<file path="config.mk">
export PLATFORM = sky130hd
export DESIGN_NAME = zx_pager
export DESIGN_NICKNAME = d
export VERILOG_FILES = /design/src/rtl/zx_pager.sv
export SDC_FILE = /design/constraint.sdc
export NUM_CORES = 1
export LEC_CHECK = 0
export CAP_MARGIN = 20
export CORE_MARGIN = 1.5
export CORE_UTILIZATION = 30
export DETAILED_ROUTE_END_ITERATION = 6
export GPL_TIMING_DRIVEN = 0
export PLACE_DENSITY = 0.81
export SETUP_SLACK_MARGIN = 0.5
export SLEW_MARGIN = 10
export SYNTH_ARGS = -nofsm -noshare
export SYNTH_HDL_FRONTEND = slang
export SYNTH_SLANG_ARGS = --single-unit
</file>
<file path="constraint.sdc">
create_clock -name clock -period 1.63 [get_ports clock]
set_input_delay 0.326 -clock clock [delete_from_list [all_inputs] [get_ports clock]]
set_output_delay 0.326 -clock clock [all_outputs]
set_load 0.02 [all_outputs]
</file>
<file path="src/rtl/zx_pager.sv">
// Spectrum memory/IO bus controller: delayed CPU reset, 7FFD/1FFD paging,
// ROM/RAM selects, RAM write strobe, screen-page select and CPU read mux.
module zx_pager #(
  parameter int unsigned RAM_PAGE_BITS = 3,
  parameter int unsigned ROM_PAGE_BITS = 1,
  parameter int unsigned RESET_CYCLES  = 32,
  parameter bit          MODE_128      = 1'b1
) (
  input  logic                     clock,
  input  logic                     reset,
  input  logic                     mreq,
  input  logic                     iorq,
  input  logic                     rd,
  input  logic                     wr,
  input  logic [15:0]              a,
  input  logic [7:0]               cpuDo,
  input  logic [7:0]               memData,
  input  logic [7:0]               ulaData,
  output logic                     cpuReset,
  output logic [7:0]               cpuDi,
  output logic                     romCs,
  output logic                     ramCs,
  output logic                     ramWr,
  output logic [ROM_PAGE_BITS-1:0] romPage,
  output logic [RAM_PAGE_BITS-1:0] ramPage,
  output logic [13:0]              memAddr,
  output logic                     vmmPage,
  output logic                     locked
);

  localparam int unsigned      CNT_W    = 8;
  localparam logic [CNT_W-1:0] CNT_LAST = CNT_W'(RESET_CYCLES - 2);

  logic [CNT_W-1:0]         rst_cnt;
  logic [RAM_PAGE_BITS-1:0] page_q;
  logic [RAM_PAGE_BITS-1:0] page_d;
  logic [ROM_PAGE_BITS-1:0] rom_q;
  logic [ROM_PAGE_BITS-1:0] rom_d;
  logic                     vmm_d;
  logic                     lock_d;
  logic                     p7ffd;
  logic                     p1ffd;
  logic                     p7ffd_q;
  logic                     p1ffd_q;
  logic                     wr7ffd;
  logic                     wr1ffd;

  // Partial decode: 1FFD also satisfies the 7FFD decode, so it writes both.
  assign p7ffd = !iorq && !wr && mreq && !a[15] && !a[1];
  assign p1ffd = !iorq && !wr && mreq && (a[15:12] == 4'b0001) && !a[1];

  // A write fires once, on the first clock the strobe is seen active.
  assign wr7ffd = MODE_128 && !locked && p7ffd && !p7ffd_q;
  assign wr1ffd = MODE_128 && (ROM_PAGE_BITS == 2) && !locked && p1ffd && !p1ffd_q;

  // Next paging state
  always_comb begin
    page_d = page_q;
    vmm_d  = vmmPage;
    rom_d  = rom_q;
    lock_d = locked;
    if (wr7ffd) begin
      page_d   = RAM_PAGE_BITS'({cpuDo[7:6], cpuDo[2:0]});
      vmm_d    = cpuDo[3];
      rom_d[0] = cpuDo[4];
      lock_d   = cpuDo[5];
    end
    if (wr1ffd) begin
      rom_d[ROM_PAGE_BITS-1] = cpuDo[2];
    end
  end

  // Reset stretcher, strobe history and paging registers
  always_ff @(posedge clock or negedge reset) begin
    if (!reset) begin
      rst_cnt  <= '0;
      cpuReset <= 1'b0;
      p7ffd_q  <= 1'b0;
      p1ffd_q  <= 1'b0;
      page_q   <= '0;
      rom_q    <= '0;
      vmmPage  <= 1'b0;
      locked   <= 1'b0;
    end else begin
      if (!cpuReset) begin
        rst_cnt  <= rst_cnt + CNT_W'(1);
        cpuReset <= (rst_cnt == CNT_LAST);
      end
      p7ffd_q <= p7ffd;
      p1ffd_q <= p1ffd;
      page_q  <= page_d;
      rom_q   <= rom_d;
      vmmPage <= vmm_d;
      locked  <= lock_d;
    end
  end

  assign romPage = rom_q;
  assign memAddr = a[13:0];

  // Address map, write strobe and read mux
  always_comb begin
    romCs = !mreq && (a[15:14] == 2'b00);
    ramCs = !mreq && (a[15:14] != 2'b00);
    ramWr = !(ramCs && !wr);
    case (a[15:14])
      2'b01:   ramPage = RAM_PAGE_BITS'(5);
      2'b10:   ramPage = RAM_PAGE_BITS'(2);
      2'b11:   ramPage = page_q;
      default: ramPage = '0;
    endcase
    if (!mreq && !rd) begin
      cpuDi = memData;
    end else if (!iorq && !rd && !a[0]) begin
      cpuDi = ulaData;
    end else begin
      cpuDi = 8'hFF;
    end
  end

endmodule

</file>
==> results.md <==
* Total routing resource utilization after global routing at between 10% and 20%
* Diode count at 0
* Post-Syn Area per Cell at 10.1 um^2
* PnR Total Power at between 0.001 and 0.0015 W
* Total core area at 3130 um^2
* Critical Path Max Stage Delay at 0.24 ns
* Leakage Power at between 0.9 and 1 nW
* Vias per inst at between 4 and 5
* Kind of end point of the critical path: output port
* Length of the first detailed-routing pass in iterations at 4
* I/O Pins at about 80
* Fmax at approximately 0.62 GHz
* Count of final setup violators at 0
* Async SR Flop Fraction at 100%
* Remaining global-route overflow at 0
* Min cycle time layout at roughly 1.6 ns
* Routability-driven placement congestion ratio at 0.661
* Via count at a little over 1,000
* Maximum number of pins on one net before global-route repair at 17
* Number of global-route vias before repair at 940
* Fin. Hold Viols at 0
* Flip-flop and latch count after synthesis at 16
* Full die area at 3740 um^2
* WP data required at around 1.3 ns
* Cell occurring most often along the worst timing path: buf_6
* Synthesis-to-finish area growth at 105%
* Slew Viols, Final at 0
* Share of layout cells above drive strength 1 at 60.1%
* Delay-heaviest family, CP: simple AND/OR/NAND/NOR gates
* Count of mapped cells out of synthesis at 100
* Power per standard cell area at approximately 550 nW/um^2
* Crit Path Category: in -> out
* Starting utilization of the core area at about 32%
* Detailed-placement wirelength estimate at ~2200 um
* Hold_ws at 0.424 ns
* DRC violation count after routing at 0
* # nets final at about 230
* Max-capacitance violation count at 0
* Most common cell after layout, fill and taps aside: buf_4
* Peak supply drop at 0.417 mV
* Pin slew with the least headroom to its limit at 0.674 ns
* Sequential-to-total area share from yosys stat at between 30 and 40%
* Number of buffer and inverter instances along the worst setup path at 3
* Quantity of hold-fixing buffers added after cts at 0
* RSZ-0062 raised after global routing: true
* Clock transition at the registers of the reported paths at 0.09 ns
* Run status: finished, final reports clean
* Routed Antenna Nets at 0
* Crit-path slowest cell: or2_4
* Count of placed standard cells in the final layout, fillers left out at around 220
* Die H at about 61 um
* First-pass GRT wire length at 4170 um
* Clock root buffer: clkbuf_4
* Core utilization of the finished layout at roughly 66%
* Routed len/inst at 14.8 um
* Clock tree from TritonCTS: built
* Die Width at ~61 um
* Ordered cell list for the critical path: buf_6, or2_4, clkbuf_16, nor3b_4, o21bai_2, buf_6
* Insertion delay of the later-clocked pin in the worst-skew pair at ~0.28 ns
* Level count of the clock H-tree at 1
* Post-synth EDFFs at 0
* Syn nets at around 150
* Total negative slack at 0 ns
* Main flop type after synthesis: dfrtp_1
* Max FO, Critical Path at 8
* Critical Path Start Type: primary input
* Wire length reported by the detailed router at around 3300 um
* Number of antenna violations at the first check in global routing at 0
* Total standard cell area after synthesis at approximately 1000 um^2
* Tcrit/Tclk final at between 90% and 100%
* Core Rows at 20
* # port buffers at 63
* Number of warning messages in the yosys log at 0
* CTS Buf Count at 3
* Path category of the worst min-delay check: in -> reg
* Final clock skew at between 0.005 and 0.006 ns
* Distinct cell type count after synthesis at 30
* Number of cells in the design after placement at approximately 210
* WP data arrival at about 1.3 ns
* Clock sink count at 16
* Max_slew headroom at 54.9%
* Most used cells in the layout excluding fill and tap cells: buf_4, clkdlybuf4s50_1, buf_6
* Number of buffers on the longest clock path at 2
* Iteration-0 DRC count of the detailed router at 16
worst paths after layout:
check                                       startpoint                endpoint  slack, ns  depth (start not counted)
worst max-delay path                              a[0]                cpuDi[0]       0.03                          6
worst min-delay path                              mreq       p7ffd_q$_DFF_PN0_       0.42                          3
worst max register to register      cpuReset$_DFF_PN0_  rst_cnt[7]$_DFFE_PN0N_       0.43                          4
worst min register to register  rst_cnt[4]$_DFFE_PN0N_  rst_cnt[4]$_DFFE_PN0N_       0.49                          1
max in group asynchronous                        reset      cpuReset$_DFF_PN0_       0.71                          1
min in group asynchronous                        reset  rst_cnt[0]$_DFFE_PN0N_       0.45                          1
tightest hold or removal path, cell delays in order:
cell	delay [ns]
buf_8	0.08
buf_4	0.12
and2_2	0.14
routing by layer:
metal,up-vias,track usage [%],routed length (um)
li1,481,-,-
met1,466,15.9,1170
met2,57,29.6,1770
met3,3,3.99,331
met4,0,3.73,21
met5,-,0,0
repair_timing:
item / 4_1_cts / 5_1_grt
gates cloned: 2 / 0
buffers inserted: 5 / 5
resized for setup: 169 / 26
pin swaps: 16 / 10
setup endpoints to repair: 41 / 29
Yosys cell counts (2+ instances only):
library cell / instances / area share (%)
nor3b_1: 8 / 5.9
dfrtp_1: 16 / 40
nand2_1: 2 / 0.74
nand3_1: 2 / 0.99
inv_1: 6 / 2.2
clkbuf_1: 2 / 0.74
mux2_1: 4 / 4.4
buf_4: 14 / 10
a21boi_0: 3 / 2.2
nor2_1: 10 / 3.7
xnor2_1: 6 / 5.2
o21bai_1: 8 / 5.9
ha_1: 2 / 2.5
area by class of cell:
cell class | instances | area (um^2)
Timing Repair Buffer | 75 | 746
Tap cell | 44 | 55.1
Inverter | 6 | 22.5
Sequential cell | 16 | 402
Clock buffer | 3 | 22.5
Multi-Input combinational cell | 61 | 671
Buffer | 17 | 160
Fill cell | 220 | 1050
flip-flops by register name (all words and copies together), names as in the netlist:
signal    cells
vmmPage       1
romPage       1
cpuReset      1
p7ffd_q       1
page_q        3
locked        1
rst_cnt       8
report_power, final:
group	total (W)	switching [W]	internal, W
Clock	0.000197	0.000111	0.0000857
Sequential	0.000457	0.0000252	0.000432
Combinational	0.000493	0.000198	0.000295
Total	0.00115	0.000334	0.000813
stage by stage:
step	instance area [um^2]	setup WS, ns
CTS	1950	0.0536
global placement	1820	-0.787
floorplan	1130	0.292
finish	2080	0.0295
detailed placement	1820	-0.834
global route	2080	0.00262
kinds of logic (layout without fill, tap and decap cells):
logic type / after synthesis / in the layout / share of synthesized area, %
flip-flops: 16 / 16 / 39.5
buffers and inverters: 23 / 101 / 13.8
multiplexers: 6 / 6 / 6.54
adder cells (fa/ha/maj): 2 / 2 / 2.47
XOR/XNOR: 7 / 7 / 6.05
AND/OR/NAND/NOR: 33 / 33 / 21.9
AO/OA/AOI/OAI: 13 / 13 / 9.75
Power figures use the tool's default switching activity.
